`src/rtl/win_ctrl_pkg.sv`:
```
// Shared types for the window frame controller: FSM state encoding and
// the width of the frame statistics counters.
package win_ctrl_pkg;

    localparam int unsigned CNT_W = 16;

    typedef enum logic [1:0] {
        ST_IDLE = 2'd0,
        ST_ARM  = 2'd1,
        ST_RUN  = 2'd2
    } state_e;

endpackage : win_ctrl_pkg

```
`src/rtl/sat_counter.sv`:
```
// Saturating up-counter.
//   clk_in : clock (posedge)
//   clear  : synchronous clear to zero, wins over inc
//   inc    : add one, unless already at all-ones
//   value  : current count (registered)
module sat_counter #(
    parameter int unsigned WIDTH = 16
) (
    input  logic             clk_in,
    input  logic             clear,
    input  logic             inc,
    output logic [WIDTH-1:0] value
);

    logic [WIDTH-1:0] value_q;

    always_ff @(posedge clk_in) begin
        if (clear) begin
            value_q <= '0;
        end else if (inc && (value_q != '1)) begin
            value_q <= value_q + WIDTH'(1);
        end
    end

    assign value = value_q;

endmodule : sat_counter

```
`src/rtl/window_frame_ctrl.sv`:
```
// Frames an audio sample stream into FRAME_LEN-sample analysis frames for a
// windowing/FFT datapath. A frame only starts when the FFT can absorb it, is
// never emitted partially, and is abandoned (frame_abort) if the FFT loses
// readiness mid-frame.
//   clk_in, rst_in                    : clock, synchronous active-high reset
//   enable                            : frames may start; drop finishes current frame
//   audio_sample(_valid), fft_ready   : input stream and downstream readiness
//   win_sample(_valid), win_coeff_addr: forwarded sample and its window index
//   frame_first, frame_last           : index 0 / index FRAME_LEN-1 markers
//   frame_abort                       : one-cycle pulse on an abandoned frame
//   busy                              : high while in RUN
//   frames_done, frames_dropped       : saturating frame statistics
module window_frame_ctrl
    import win_ctrl_pkg::*;
#(
    parameter int unsigned DATA_WIDTH = 8,
    parameter int unsigned FRAME_LEN  = 4096,
    parameter int unsigned ADDR_W     = $clog2(FRAME_LEN)
) (
    input  logic                         clk_in,
    input  logic                         rst_in,
    input  logic                         enable,
    input  logic signed [DATA_WIDTH-1:0] audio_sample,
    input  logic                         audio_sample_valid,
    input  logic                         fft_ready,
    output logic signed [DATA_WIDTH-1:0] win_sample,
    output logic                         win_sample_valid,
    output logic        [ADDR_W-1:0]     win_coeff_addr,
    output logic                         frame_first,
    output logic                         frame_last,
    output logic                         frame_abort,
    output logic                         busy,
    output logic        [CNT_W-1:0]      frames_done,
    output logic        [CNT_W-1:0]      frames_dropped
);

    localparam logic [ADDR_W-1:0] LAST_IDX = ADDR_W'(FRAME_LEN - 1);

    state_e                         state_q, state_d;
    logic        [ADDR_W-1:0]       idx_q, idx_d;
    logic signed [DATA_WIDTH-1:0]   sample_q, sample_d;
    logic                           valid_q, valid_d;
    logic        [ADDR_W-1:0]       addr_q, addr_d;
    logic                           first_q, first_d;
    logic                           last_q, last_d;
    logic                           abort_q, abort_d;
    logic                           busy_q;
    logic                           done_inc_c;
    logic                           drop_inc_c;

    // State register and registered outputs
    always_ff @(posedge clk_in) begin
        if (rst_in) begin
            state_q  <= ST_IDLE;
            idx_q    <= '0;
            sample_q <= '0;
            valid_q  <= 1'b0;
            addr_q   <= '0;
            first_q  <= 1'b0;
            last_q   <= 1'b0;
            abort_q  <= 1'b0;
            busy_q   <= 1'b0;
        end else begin
            state_q  <= state_d;
            idx_q    <= idx_d;
            sample_q <= sample_d;
            valid_q  <= valid_d;
            addr_q   <= addr_d;
            first_q  <= first_d;
            last_q   <= last_d;
            abort_q  <= abort_d;
            busy_q   <= (state_d == ST_RUN);
        end
    end

    // Next-state, frame index and forwarding decisions
    always_comb begin
        state_d    = state_q;
        idx_d      = idx_q;
        valid_d    = 1'b0;
        addr_d     = '0;
        first_d    = 1'b0;
        last_d     = 1'b0;
        abort_d    = 1'b0;
        done_inc_c = 1'b0;
        drop_inc_c = 1'b0;

        unique case (state_q)
            ST_IDLE: begin
                if (enable) state_d = ST_ARM;
            end
            ST_ARM: begin
                // A frame only starts on a sample the FFT can take; others are dropped silently.
                if (!enable) begin
                    state_d = ST_IDLE;
                end else if (audio_sample_valid && fft_ready) begin
                    valid_d = 1'b1;
                    first_d = 1'b1;
                    idx_d   = ADDR_W'(1);
                    state_d = ST_RUN;
                end
            end
            ST_RUN: begin
                if (audio_sample_valid) begin
                    if (idx_q == LAST_IDX) begin
                        // Closing sample is always forwarded; readiness decides the next frame.
                        valid_d    = 1'b1;
                        addr_d     = idx_q;
                        last_d     = 1'b1;
                        done_inc_c = 1'b1;
                        idx_d      = '0;
                        if (enable && fft_ready) state_d = ST_RUN;
                        else if (enable)         state_d = ST_ARM;
                        else                     state_d = ST_IDLE;
                    end else if (fft_ready) begin
                        valid_d = 1'b1;
                        addr_d  = idx_q;
                        first_d = (idx_q == '0);
                        idx_d   = idx_q + ADDR_W'(1);
                    end else begin
                        abort_d    = 1'b1;
                        drop_inc_c = 1'b1;
                        idx_d      = '0;
                        state_d    = ST_ARM;
                    end
                end
            end
            default: begin
                state_d = ST_IDLE;
                idx_d   = '0;
            end
        endcase

        sample_d = valid_d ? audio_sample : '0;
    end

    sat_counter #(.WIDTH(CNT_W)) u_done_cnt (
        .clk_in (clk_in),
        .clear  (rst_in),
        .inc    (done_inc_c),
        .value  (frames_done)
    );

    sat_counter #(.WIDTH(CNT_W)) u_drop_cnt (
        .clk_in (clk_in),
        .clear  (rst_in),
        .inc    (drop_inc_c),
        .value  (frames_dropped)
    );

    assign win_sample       = sample_q;
    assign win_sample_valid = valid_q;
    assign win_coeff_addr   = addr_q;
    assign frame_first      = first_q;
    assign frame_last       = last_q;
    assign frame_abort      = abort_q;
    assign busy             = busy_q;

endmodule : window_frame_ctrl

```
`config.mk`:
```
export PLATFORM = sky130hd
export DESIGN_NAME = window_frame_ctrl
export DESIGN_NICKNAME = d
export VERILOG_FILES = /design/src/rtl/win_ctrl_pkg.sv /design/src/rtl/sat_counter.sv /design/src/rtl/window_frame_ctrl.sv
export SDC_FILE = /design/constraint.sdc
export NUM_CORES = 1
export LEC_CHECK = 0
export ABC_AREA = 1
export BUFFER_PORTS_ARGS = -buffer_cell sky130_fd_sc_hd__buf_2
export CAP_MARGIN = 20
export CORE_ASPECT_RATIO = 0.9
export CORE_MARGIN = 5
export CORE_UTILIZATION = 40
export CTS_CLUSTER_SIZE = 30
export DETAILED_ROUTE_END_ITERATION = 7
export SLEW_MARGIN = 10
export SYNTH_ARGS = -nofsm -noshare
export SYNTH_HDL_FRONTEND = slang
export SYNTH_SLANG_ARGS = --single-unit
```
`constraint.sdc`:
```
create_clock -name clk_in -period 2.05 [get_ports clk_in]
set_input_delay 0.205 -clock clk_in [delete_from_list [all_inputs] [get_ports clk_in]]
set_output_delay 0.205 -clock clk_in [all_outputs]
set_load 0.01 [all_outputs]
```
==> flow_metrics.env <==
export IMPL_crit_path_end_kind="flip-flop"
export IMPL_fin_crit_ns=1.84
export IMPL_synth_xor_area_frac=0.00248
export IMPL_grt_pass1_wl_mm=14.9
export IMPL_holdPathStages=3
export IMPL_ys_types=31
export IMPL_grt_max_degree=25
export IMPL_rows=32
export IMPL_rr_endpoint="u_drop_cnt.value[13]"
export IMPL_place_congestion=0.896
export IMPL_via_per_inst=4.80
export IMPL_postRouteAntennaNets=0
export IMPL_finalNetCount=622
export IMPL_cp_cell_sequence="ha_1 -> nand2_2 -> nor2_4 -> nand3_4 -> nand2_2 -> nor2_4 -> buf_4 -> a21oi_1 -> nor2_1"
export IMPL_max_freq_mhz=545
export IMPL_dr_pass1_iters=5
export IMPL_area_growth_pct=19.8
export IMPL_die_height_um=99.1
export IMPL_netlist_top_cells_area="dfxtp_1 (40%), nand2_1 (13%), nor2_1 (11%), inv_1 (7.4%), nand3_1 (6.4%)"
export IMPL_place_port_buffers=69
export IMPL_htree_levels=3
export IMPL_min_path_type="primary input to flip-flop"
export IMPL_power_density_nw_per_um2=653
export IMPL_clk_latency_ns=0.34
export IMPL_setup_violations=0
export IMPL_drt_initial_drc_count=135
export IMPL_drv_slew=0
export IMPL_post_route_util=0.492
export IMPL_period_share=0.896
export IMPL_wl_met1_mm=4.04
export IMPL_setup_tns_final_ns=0
export IMPL_syn_area_um2=3530
export IMPL_num_vias=3477
export IMPL_top_layer="met4"
export IMPL_hp_start="audio_sample[6]"
export IMPL_status="completed"
export IMPL_slowest_delay_ns=0.42
export IMPL_crit_buf_inv=1
export IMPL_cpLargestDelayFamily="simple AND/OR/NAND/NOR gates"
export IMPL_hold_end="win_sample[6]"
export IMPL_dp_hpwl_mm=6.41
export IMPL_ys_ff_latch=71
export IMPL_wl_met2_mm=3.98
export IMPL_wl_met3_um=536
export IMPL_clkSlewWorstSetupHoldPaths_ns=0.08
export IMPL_die_area_um2=10800
export IMPL_avgSynthCellArea_um2=6.73
export IMPL_io_pins=70
export IMPL_hold_viol=0
export IMPL_whs_ns=0.0634
export IMPL_synth_top_area_frac=0.403
export IMPL_cts_made_buffers=9
export IMPL_drc=0
export IMPL_crit_path_max_fanout=10
export IMPL_clkSinkCount=71
export IMPL_cp_start_kind="flip-flop"
export IMPL_reg2reg_setup_slack_ns=0.21
export IMPL_synth_top_family_by_area="simple AND/OR/NAND/NOR gates"
export IMPL_num_antenna_cells=0
export IMPL_cts_hold_buffers=0
export IMPL_synth_cells=525
export IMPL_finalClockSkew_ns=0.0112
export IMPL_synth_compound_area_share=0.0560
export IMPL_synth_fa_ha_area_frac=0.0283
export IMPL_wl_per_cell_um=11.9
export IMPL_cts_root_buffer="clkbuf_8"
export IMPL_worstSetupPathType="flip-flop to flip-flop"
export IMPL_core_um2=8610
export IMPL_synth_fp_nets=546
export IMPL_rr_startpoint="idx_q[0]"
export IMPL_maxCapViolations=0
export IMPL_reg2reg_depth=9
export IMPL_die_w_um=109
export IMPL_leakage_nw=1.95
export IMPL_antenna_found_initial=0
export IMPL_worst_slew_pin_slew_ns=0.406
export IMPL_cts_tree="done"
export IMPL_ys_warnings_count=0
export IMPL_grt_overflow_total=0
export IMPL_ir_drop_mv=0.513
export IMPL_synth_area_leader_cell="dfxtp_1"
export IMPL_cp_data_arrival_time_ns=2.07
export IMPL_slowest_stage="dfxtp_1"
export IMPL_cp_data_required_time_ns=2.28
export IMPL_yosys_area_share_simple=0.410
export IMPL_clock_path_buffers=2
export IMPL_grt_pass1_vias=3248
export IMPL_routed_wl_mm=8.66
export IMPL_final_fill_count=891
export IMPL_rsz0062_at_grt="no"
export IMPL_synthMuxAreaShare=0
export IMPL_fin_total_pwr_mw=2.76
export IMPL_start_util=0.410
export IMPL_slew_headroom=0.729
export IMPL_crit_start="idx_q[0]"
export IMPL_final_layout_size_suffix_gt1_frac=0.183
export IMPL_track_usage=0.169
export IMPL_yosysSeqAreaShare=0.403
[cells in the final DEF, fill, tap and decap left out, types with 2 or more instances in the layout]
| cell type | instances |
|---|---|
| nand2_1 | 120 |
| nor2_1 | 107 |
| dfxtp_1 | 71 |
| inv_1 | 70 |
| buf_2 | 69 |
| nand3_1 | 45 |
| nor3_1 | 19 |
| a21oi_1 | 17 |
| o21ai_0 | 15 |
| nand4_1 | 13 |
| clkbuf_8 | 10 |
| buf_4 | 9 |
| ha_1 | 7 |
| nor2_4 | 5 |
| nand3_2 | 4 |
| nand2_2 | 3 |
| nand3b_1 | 3 |
| and2_1 | 2 |
| bufinv_16 | 2 |
[per-stage QoR]
| stage | area, µm² | std cells | setup WS (ns) |
|---|---|---|---|
| floorplan | 3530 | 525 | 0.415 |
| global placement | 4000 | 709 | 0.173 |
| detailed placement | 4000 | 709 | 0.125 |
| CTS | 4220 | 725 | 0.110 |
| global route | 4230 | 725 | 0.0191 |
| finish | 4230 | 725 | 0.214 |
[how the worst max path moves through the flow]
stage,end,slack (ns),cells after the start
after floorplan,u_drop_cnt.value[6],0.41,10
after global placement,idx_q[7],0.17,10
after detailed placement,idx_q[3],0.13,9
after CTS,idx_q[3],0.11,9
after global routing,u_drop_cnt.value[15],0.02,10
final,u_drop_cnt.value[13],0.21,9
[flip-flops by register name, summed over array words and instances, names as in the netlist]
register,count
u_done_cnt.value,16
frame_first,1
frame_last,1
frame_abort,1
win_sample,8
u_drop_cnt.value,16
state_q,2
busy,1
win_coeff_addr,12
idx_q,12
win_sample_valid,1
[per-layer routing]
layer / track usage / vias to the layer above
met5: 0 / -
met4: 0.0495 / 0
met3: 0.0415 / 9
met2: 0.278 / 100
met1: 0.218 / 1570
li1: - / 1798
[report_power, final]
group	leakage (nW)	internal (mW)	switching, mW
Sequential	0.572	1.38	0.00539
Clock	0.110	0.719	0.535
Combinational	1.27	0.0402	0.0800
[cells by family after synthesis]
logic type | after synthesis
XOR/XNOR | 1
adder cells (fa/ha/maj) | 8
buffers and inverters | 83
AO/OA/AOI/OAI | 37
AND/OR/NAND/NOR | 325
flip-flops | 71
[repair_timing]
action,4_1_cts,5_1_grt
hold endpoints to repair,0,0
resized for setup,0,3
setup endpoints to repair,0,18
buffers inserted,0,0
[worst register-to-register path, delay by kind of cell (launching register included)]
family,cells,cell delay (ns)
adders and majority gates,1,0.23
buffers and inverters,1,0.18
DFF,1,0.42
and+or+nand+nor,6,0.76
AOI/OAI and AO/OA,1,0.14
[area by class of cell]
cell class	instances	area (µm²)	area share
clock buffers	11	141	0.0334
clock inverters	5	81.3	0.0192
inverters	70	263	0.0621
multi-input cells	371	1760	0.417
flip-flops and latches	71	1420	0.336
well taps	119	149	0.0352
repair buffers	78	413	0.0976
[synth_stat cells, drive strengths merged]
cell type	number
a21o	1
a21oi	18
and2	2
buf	11
clkbuf	2
dfxtp	71
ha	8
inv	70
nand2	123
nand3	50
nand3b	3
nand4	13
nor2	114
nor3	19
nor4	1
o211ai	1
o21ai	17
xor2	1
Power figures use the tool's default switching activity.
